### config.mk
export PLATFORM = sky130hd
export DESIGN_NAME = uart_tx_buffered
export DESIGN_NICKNAME = d
export VERILOG_FILES = /design/src/rtl/uart_tx_buffered.sv
export SDC_FILE = /design/constraint.sdc
export NUM_CORES = 2
export LEC_CHECK = 0
export ABC_AREA = 1
export ABC_CLOCK_PERIOD_IN_PS = 2400
export CAP_MARGIN = 20
export CORE_MARGIN = 3
export CORE_UTILIZATION = 30
export DETAILED_ROUTE_END_ITERATION = 12
export SLEW_MARGIN = 10
export SYNTH_ARGS = -nofsm -noshare
export SYNTH_HDL_FRONTEND = slang
export SYNTH_SLANG_ARGS = --single-unit
### constraint.sdc
create_clock -name clk -period 2.4 [get_ports clk]
set_input_delay 0.6 -clock clk [delete_from_list [all_inputs] [get_ports clk]]
set_output_delay 0.6 -clock clk [all_outputs]
set_load 0.02 [all_outputs]
### src/rtl/uart_tx_buffered.sv
// Buffered UART transmitter: sends buffer words 0..N-1 back-to-back on o_tx
// with configurable data width, parity, stop bits, bit order and line polarity.
module uart_tx_buffered #(
    parameter int G_CLOCK_FREQ        = 20000000,
    parameter int G_BAUDRATE          = 115200,
    parameter int G_DATA_WIDTH        = 8,
    parameter int G_PARITY            = 0,
    parameter int G_STOP_BIT_NUMBER   = 1,
    parameter int G_FIRST_BIT         = 0,
    parameter int G_POLARITY          = 1,
    parameter int G_BUFFER_ADDR_WIDTH = 8
) (
    input  logic                           clk,
    input  logic                           rst_n,
    input  logic                           i_wr_en,
    input  logic [G_BUFFER_ADDR_WIDTH-1:0] i_wr_addr,
    input  logic [G_DATA_WIDTH-1:0]        i_wr_data,
    input  logic                           i_start,
    input  logic [G_BUFFER_ADDR_WIDTH:0]   i_nb_data,
    output logic                           o_tx,
    output logic                           o_busy,
    output logic                           o_done
);

    // state    | meaning
    // S_IDLE   | line idle, waiting for a start request with a nonzero count
    // S_START  | start bit of the current frame
    // S_DATA   | data bits, shifted out in the configured order
    // S_PARITY | parity bit (skipped when parity is disabled)
    // S_STOP   | stop bit(s); then next frame or back to idle

    localparam int DIV    = G_CLOCK_FREQ / G_BAUDRATE;
    localparam int AW     = G_BUFFER_ADDR_WIDTH;
    localparam int DW     = G_DATA_WIDTH;
    localparam int BAUD_W = $clog2(DIV);
    localparam int BIT_W  = 4;

    localparam logic [BAUD_W-1:0] BAUD_LAST = BAUD_W'(DIV - 1);
    localparam logic [BIT_W-1:0]  DATA_LAST = BIT_W'(DW - 1);
    localparam logic [BIT_W-1:0]  STOP_LAST = BIT_W'(G_STOP_BIT_NUMBER - 1);
    localparam logic              HAS_PARITY = (G_PARITY != 0);
    localparam logic              ODD_PARITY = (G_PARITY == 2);
    localparam logic              MSB_FIRST  = (G_FIRST_BIT != 0);
    localparam logic              LINE_INV   = (G_POLARITY == 0);
    localparam logic              IDLE_LVL   = !LINE_INV;
    localparam logic              START_LVL  = LINE_INV;

    typedef enum logic [2:0] {
        S_IDLE,
        S_START,
        S_DATA,
        S_PARITY,
        S_STOP
    } state_t;

    state_t            state_q, state_d;
    logic [BAUD_W-1:0] baud_q, baud_d;
    logic [BIT_W-1:0]  bit_q, bit_d;
    logic [DW-1:0]     shift_q, shift_d;
    logic              parity_q, parity_d;
    logic [AW:0]       ptr_q, ptr_d;
    logic [AW:0]       count_q, count_d;
    logic              tx_q, tx_d;
    logic              busy_q, busy_d;
    logic              done_q, done_d;

    logic [DW-1:0]     buffer_mem [0:(2**AW)-1];
    logic [DW-1:0]     rd_data;
    logic              bit_end;

    function automatic logic line_lvl(input logic b);
        return b ^ LINE_INV;
    endfunction

    function automatic logic first_bit(input logic [DW-1:0] v);
        return MSB_FIRST ? v[DW-1] : v[0];
    endfunction

    function automatic logic [DW-1:0] shift_out(input logic [DW-1:0] v);
        return MSB_FIRST ? {v[DW-2:0], 1'b0} : {1'b0, v[DW-1:1]};
    endfunction

    function automatic logic calc_parity(input logic [DW-1:0] v);
        return (^v) ^ ODD_PARITY;
    endfunction

    always_ff @(posedge clk) begin
        if (i_wr_en) begin
            buffer_mem[i_wr_addr] <= i_wr_data;
        end
    end

    // ptr_q is held at 0 while idle, so this also fetches word 0 for the first frame
    assign rd_data = buffer_mem[ptr_q[AW-1:0]];
    assign bit_end = (baud_q == BAUD_LAST);

    always_ff @(posedge clk or negedge rst_n) begin
        if (!rst_n) begin
            state_q  <= S_IDLE;
            baud_q   <= '0;
            bit_q    <= '0;
            shift_q  <= '0;
            parity_q <= 1'b0;
            ptr_q    <= '0;
            count_q  <= '0;
            tx_q     <= IDLE_LVL;
            busy_q   <= 1'b0;
            done_q   <= 1'b0;
        end else begin
            state_q  <= state_d;
            baud_q   <= baud_d;
            bit_q    <= bit_d;
            shift_q  <= shift_d;
            parity_q <= parity_d;
            ptr_q    <= ptr_d;
            count_q  <= count_d;
            tx_q     <= tx_d;
            busy_q   <= busy_d;
            done_q   <= done_d;
        end
    end

    always_comb begin
        state_d  = state_q;
        baud_d   = baud_q;
        bit_d    = bit_q;
        shift_d  = shift_q;
        parity_d = parity_q;
        ptr_d    = ptr_q;
        count_d  = count_q;
        tx_d     = tx_q;
        busy_d   = busy_q;
        done_d   = 1'b0;

        if (state_q != S_IDLE) begin
            baud_d = bit_end ? '0 : baud_q + 1'b1;
        end

        case (state_q)
            S_IDLE: begin
                tx_d   = IDLE_LVL;
                busy_d = 1'b0;
                baud_d = '0;
                bit_d  = '0;
                ptr_d  = '0;
                if (i_start && (i_nb_data != '0)) begin
                    state_d  = S_START;
                    count_d  = i_nb_data;
                    shift_d  = rd_data;
                    parity_d = calc_parity(rd_data);
                    ptr_d    = (AW + 1)'(1);
                    tx_d     = START_LVL;
                    busy_d   = 1'b1;
                end
            end

            S_START: begin
                if (bit_end) begin
                    state_d = S_DATA;
                    bit_d   = '0;
                    tx_d    = line_lvl(first_bit(shift_q));
                    shift_d = shift_out(shift_q);
                end
            end

            S_DATA: begin
                if (bit_end) begin
                    if (bit_q == DATA_LAST) begin
                        bit_d = '0;
                        if (HAS_PARITY) begin
                            state_d = S_PARITY;
                            tx_d    = line_lvl(parity_q);
                        end else begin
                            state_d = S_STOP;
                            tx_d    = IDLE_LVL;
                        end
                    end else begin
                        bit_d   = bit_q + 1'b1;
                        tx_d    = line_lvl(first_bit(shift_q));
                        shift_d = shift_out(shift_q);
                    end
                end
            end

            S_PARITY: begin
                if (bit_end) begin
                    state_d = S_STOP;
                    bit_d   = '0;
                    tx_d    = IDLE_LVL;
                end
            end

            S_STOP: begin
                if (bit_end) begin
                    bit_d = '0;
                    if (bit_q != STOP_LAST) begin
                        bit_d = bit_q + 1'b1;
                    end else if (ptr_q != count_q) begin
                        // next word follows immediately, no idle gap
                        state_d  = S_START;
                        shift_d  = rd_data;
                        parity_d = calc_parity(rd_data);
                        ptr_d    = ptr_q + 1'b1;
                        tx_d     = START_LVL;
                    end else begin
                        state_d = S_IDLE;
                        ptr_d   = '0;
                        tx_d    = IDLE_LVL;
                        busy_d  = 1'b0;
                        done_d  = 1'b1;
                    end
                end
            end

            default: begin
                state_d = S_IDLE;
                tx_d    = IDLE_LVL;
                busy_d  = 1'b0;
            end
        endcase
    end

    assign o_tx   = tx_q;
    assign o_busy = busy_q;
    assign o_done = done_q;

endmodule

==> out/qor.csv <==
stage;metric;value;unit
timing;setup-violations-final;8;
timing;tightest_slew;667;ps
clocking;cts_max_level;4;
floorplanning;start_util;0.302;
timing;setup_tns;-1400;ps
worst_hold_path;min-delay-start;i_wr_data[7];
yosys;synth-main-ff-cell;edfxtp_1;
detailed_routing;wl_per_cell;21.0;um
yosys;synth_top_area_frac;0.711;
timing;max-slew-margin-rel;0.555;
detailed_routing;drtIter0Drc;7414;
clocking;cts_root_buf;clkbuf_16;
floorplanning;pin_count;32;
yosys;ys_warn_count;0;
timing;final.min_clock_period;2610;ps
yosys;synth_commonest_cells;edfxtp_1 (2048), nand2_1 (2006), nand3_1 (1334);
critical_path;startpoint_type;flop;
global_routing;antenna_found_initial;12;
outcome;status;finished, violations left;
critical_path;timing.critical_path.from;ptr_q[0];
global_routing;track_usage;0.168;
worst_hold_path;hold_path.class;input port to flop;
cells_and_area;area_growth;23.0;%
timing;max_clock_freq;383;MHz
yosys;syn_area_per_cell;11.4;um^2
global_routing;grt_max_degree;68;
clocking;cts_tree;done;
yosys;syn_nets;7638;
power_and_ir_drop;power_frac_clock;0.440;
timing;finalClockSkew;41.0;ps
detailed_routing;drc;0;
yosys;synth_area;86500;um^2
detailed_routing;drtPass1Iterations;6;
yosys;synth_most_common_cell;edfxtp_1;
global_routing;use_met2;0.267;
cells_and_area;nets;8220;
placement;dp_slack;-518;ps
clocking;clock_latency;860;ps
global_routing;grt_pass1_vias;58300;
power_and_ir_drop;combPwrFrac;0.018;
yosys;ys_seq_area_frac;0.723;
yosys;synth_area_leaders;edfxtp_1 (71%), nand2_1 (8.7%), nand3_1 (7.7%), nor2_1 (3.9%), o21ai_0 (1.7%);
power_and_ir_drop;power.density;697;nW/um^2
floorplanning;chipHeight;543;um
power_and_ir_drop;seqPwrFrac;0.542;
clocking;clk_path_buf_depth;3;
power_and_ir_drop;p_leak;38.7;nW
cells_and_area;layout-drive-gt1-share;0.164;
clocking;clock_sinks;2092;
clocking;cts.clk_slew.worst_paths;60;ps
timing;worst_slack;-208;ps
yosys;synthArstFlopShare;0.0210;
floorplanning;dieWidth;543;um
cells_and_area;fin_util;0.372;
outcome;violations;negative setup slack;
timing;fin_crit_sh;1.09;
timing;hold_viol_final;0;
detailed_routing;wl;255;mm
placement;io_buffer_count;31;
detailed_routing;via_per_inst;4.97;
critical_path;r2r_start;ptr_q[0];
critical_path;path_class;flop to flop;
detailed_routing;postRouteAntennaNets;0;
critical_path;cp_data_arrival_time;3360;ps
placement;hpwl;154;mm
yosys;ys_ff_latch;2092;
clocking;numCtsBuffers;210;
yosys;syn-instance-count;7604;
global_routing;grt_use_met3;0.0277;
yosys;yosys.area.top_type;edfxtp_1;
floorplanning;dieArea;295000;um^2
yosys;synth-edff-count;2048;
global_routing;busiest_layer;met2;
critical_path;crit_path_end_kind;flop;
global_routing;grt_overflow;0;
detailed_routing;vias;60300;
power_and_ir_drop;p_switching;0.0152;W
critical_path;required;3150;ps
timing;rsz0062_at_grt;true;
placement;place_congestion;0.907;
power_and_ir_drop;max-vdd-ir-drop;0.000557;V
power_and_ir_drop;switching_share;0.204;
timing;drv_slew;0;
critical_path;path_max_fanout;8;
global_routing;grt_pass1_wl;377;mm
yosys;ys_types;33;
cells_and_area;nFillCells;27200;
job;max_cap_viol_count;0;
power_and_ir_drop;power.internal;0.0590;W
global_routing;use_met1;0.233;
floorplanning;num_rows;196;
floorplanning;core;286000;um^2
## critical path: stages, from the launching register on
cell and delay, ps:
dfrtp_4 590, inv_16 180, buf_16 200, buf_16 190, clkbuf_16 160, nand2_1 50
nand3_1 70, nand3_1 80, nand3_2 90, nand2_1 90, nand2_1 90, nand2_2 90
inv_1 80, nand2_2 80, nand2_1 70, nand2_1 80, nor2_4 100, nand2_1 50
nand2_1 60, nand2_1 50
## what timing repair did
action	CTS	global route
pin swaps	47	57
gates resized for setup	221	143
buffers inserted	21	8
hold buffers	1	0
endpoints found under the hold margin	20	0
cloned	22	14
setup endpoints to repair	12	26
## path summary, 6_finish.rpt
path                       slack [ps]  cells past startpoint                 end
max                              -210                     19          shift_q[3]
min                               110                      1  buffer_mem[106][7]
max reg2reg                      -210                     19          shift_q[3]
min reg2reg                       480                      1           baud_q[0]
max in group asynchronous        1420                      3           baud_q[0]
min in group asynchronous         300                      2          count_q[1]
## power by group through the flow
stage               registers, W  logic (W)  clock network, W
finish                    0.0402    0.00133            0.0327
detailed placement        0.0410    0.00134                 0
global placement          0.0410    0.00132                 0
floorplan                 0.0410   0.000136                 0
CTS                       0.0402    0.00135            0.0332
global route              0.0402    0.00142            0.0348
## kinds of logic after synthesis
logic type               Yosys count  share of synthesized area
AND/OR/NAND/NOR                 4257                      0.205
XOR/XNOR                          12                    0.00121
AO/OA/AOI/OAI                    485                     0.0304
adder cells (fa/ha/maj)            5                   0.000723
flip-flops                      2092                      0.723
buffers and inverters            753                     0.0396
## registers in the layout (all words and copies together) (netlist names)
name and count:
o_done 1, baud_q 8, buffer_mem 2048, state_q 3
bit_q 4, shift_q 8, count_q 9, o_busy 1
ptr_q 9, o_tx 1
## per-stage QoR
step                      hold slack (ps)  std cells  power (W)  area, um^2
final                                 109      12100     0.0742      106000
after global routing                 50.0      12100     0.0763      106000
after CTS                            36.3      12100     0.0747      106000
after detailed placement              471      11700     0.0423       96900
after global placement                467      11700     0.0423       96900
after floorplan                       304       7604     0.0411       86500
## final cells by class
class / count / area (um^2) / share of cell area
tap: 3762 / 4710 / 0.0442
clock buffer: 276 / 5650 / 0.0531
antenna: 3 / 7.51 / 0.0000705
multi-input combinational: 4759 / 21500 / 0.202
sequential: 2092 / 62600 / 0.588
clock inverter: 114 / 1220 / 0.0114
inverter: 271 / 1060 / 0.00994
timing repair buffer: 852 / 9690 / 0.0910
## layer usage
layer / wire length [um] / part of all wire
met4: 8680 / 0.034
met5: 11 / 0.000043
met1: 107000 / 0.42
met2: 118000 / 0.46
met3: 21400 / 0.084
## placed cells by master (no fill, tap or decap), types with 13 or more instances in the layout
cell and instances:
clkbuf_16 226, nand3_1 1209, a21oi_2 14, clkdlybuf4s50_1 19, nor2_1 880, nand3_2 122, edfxtp_1 2048, buf_12 152
a21oi_1 43, inv_1 251, clkbuf_1 54, o21ai_1 74, buf_8 13, clkinv_1 53, nand2_2 66, clkinv_2 28
buf_6 24, dfrtp_1 38, bufinv_16 18, nand2_1 1936, buf_4 582, buf_16 35, o21ai_0 272, o211ai_1 77
(Power assumes the default switching activity.)
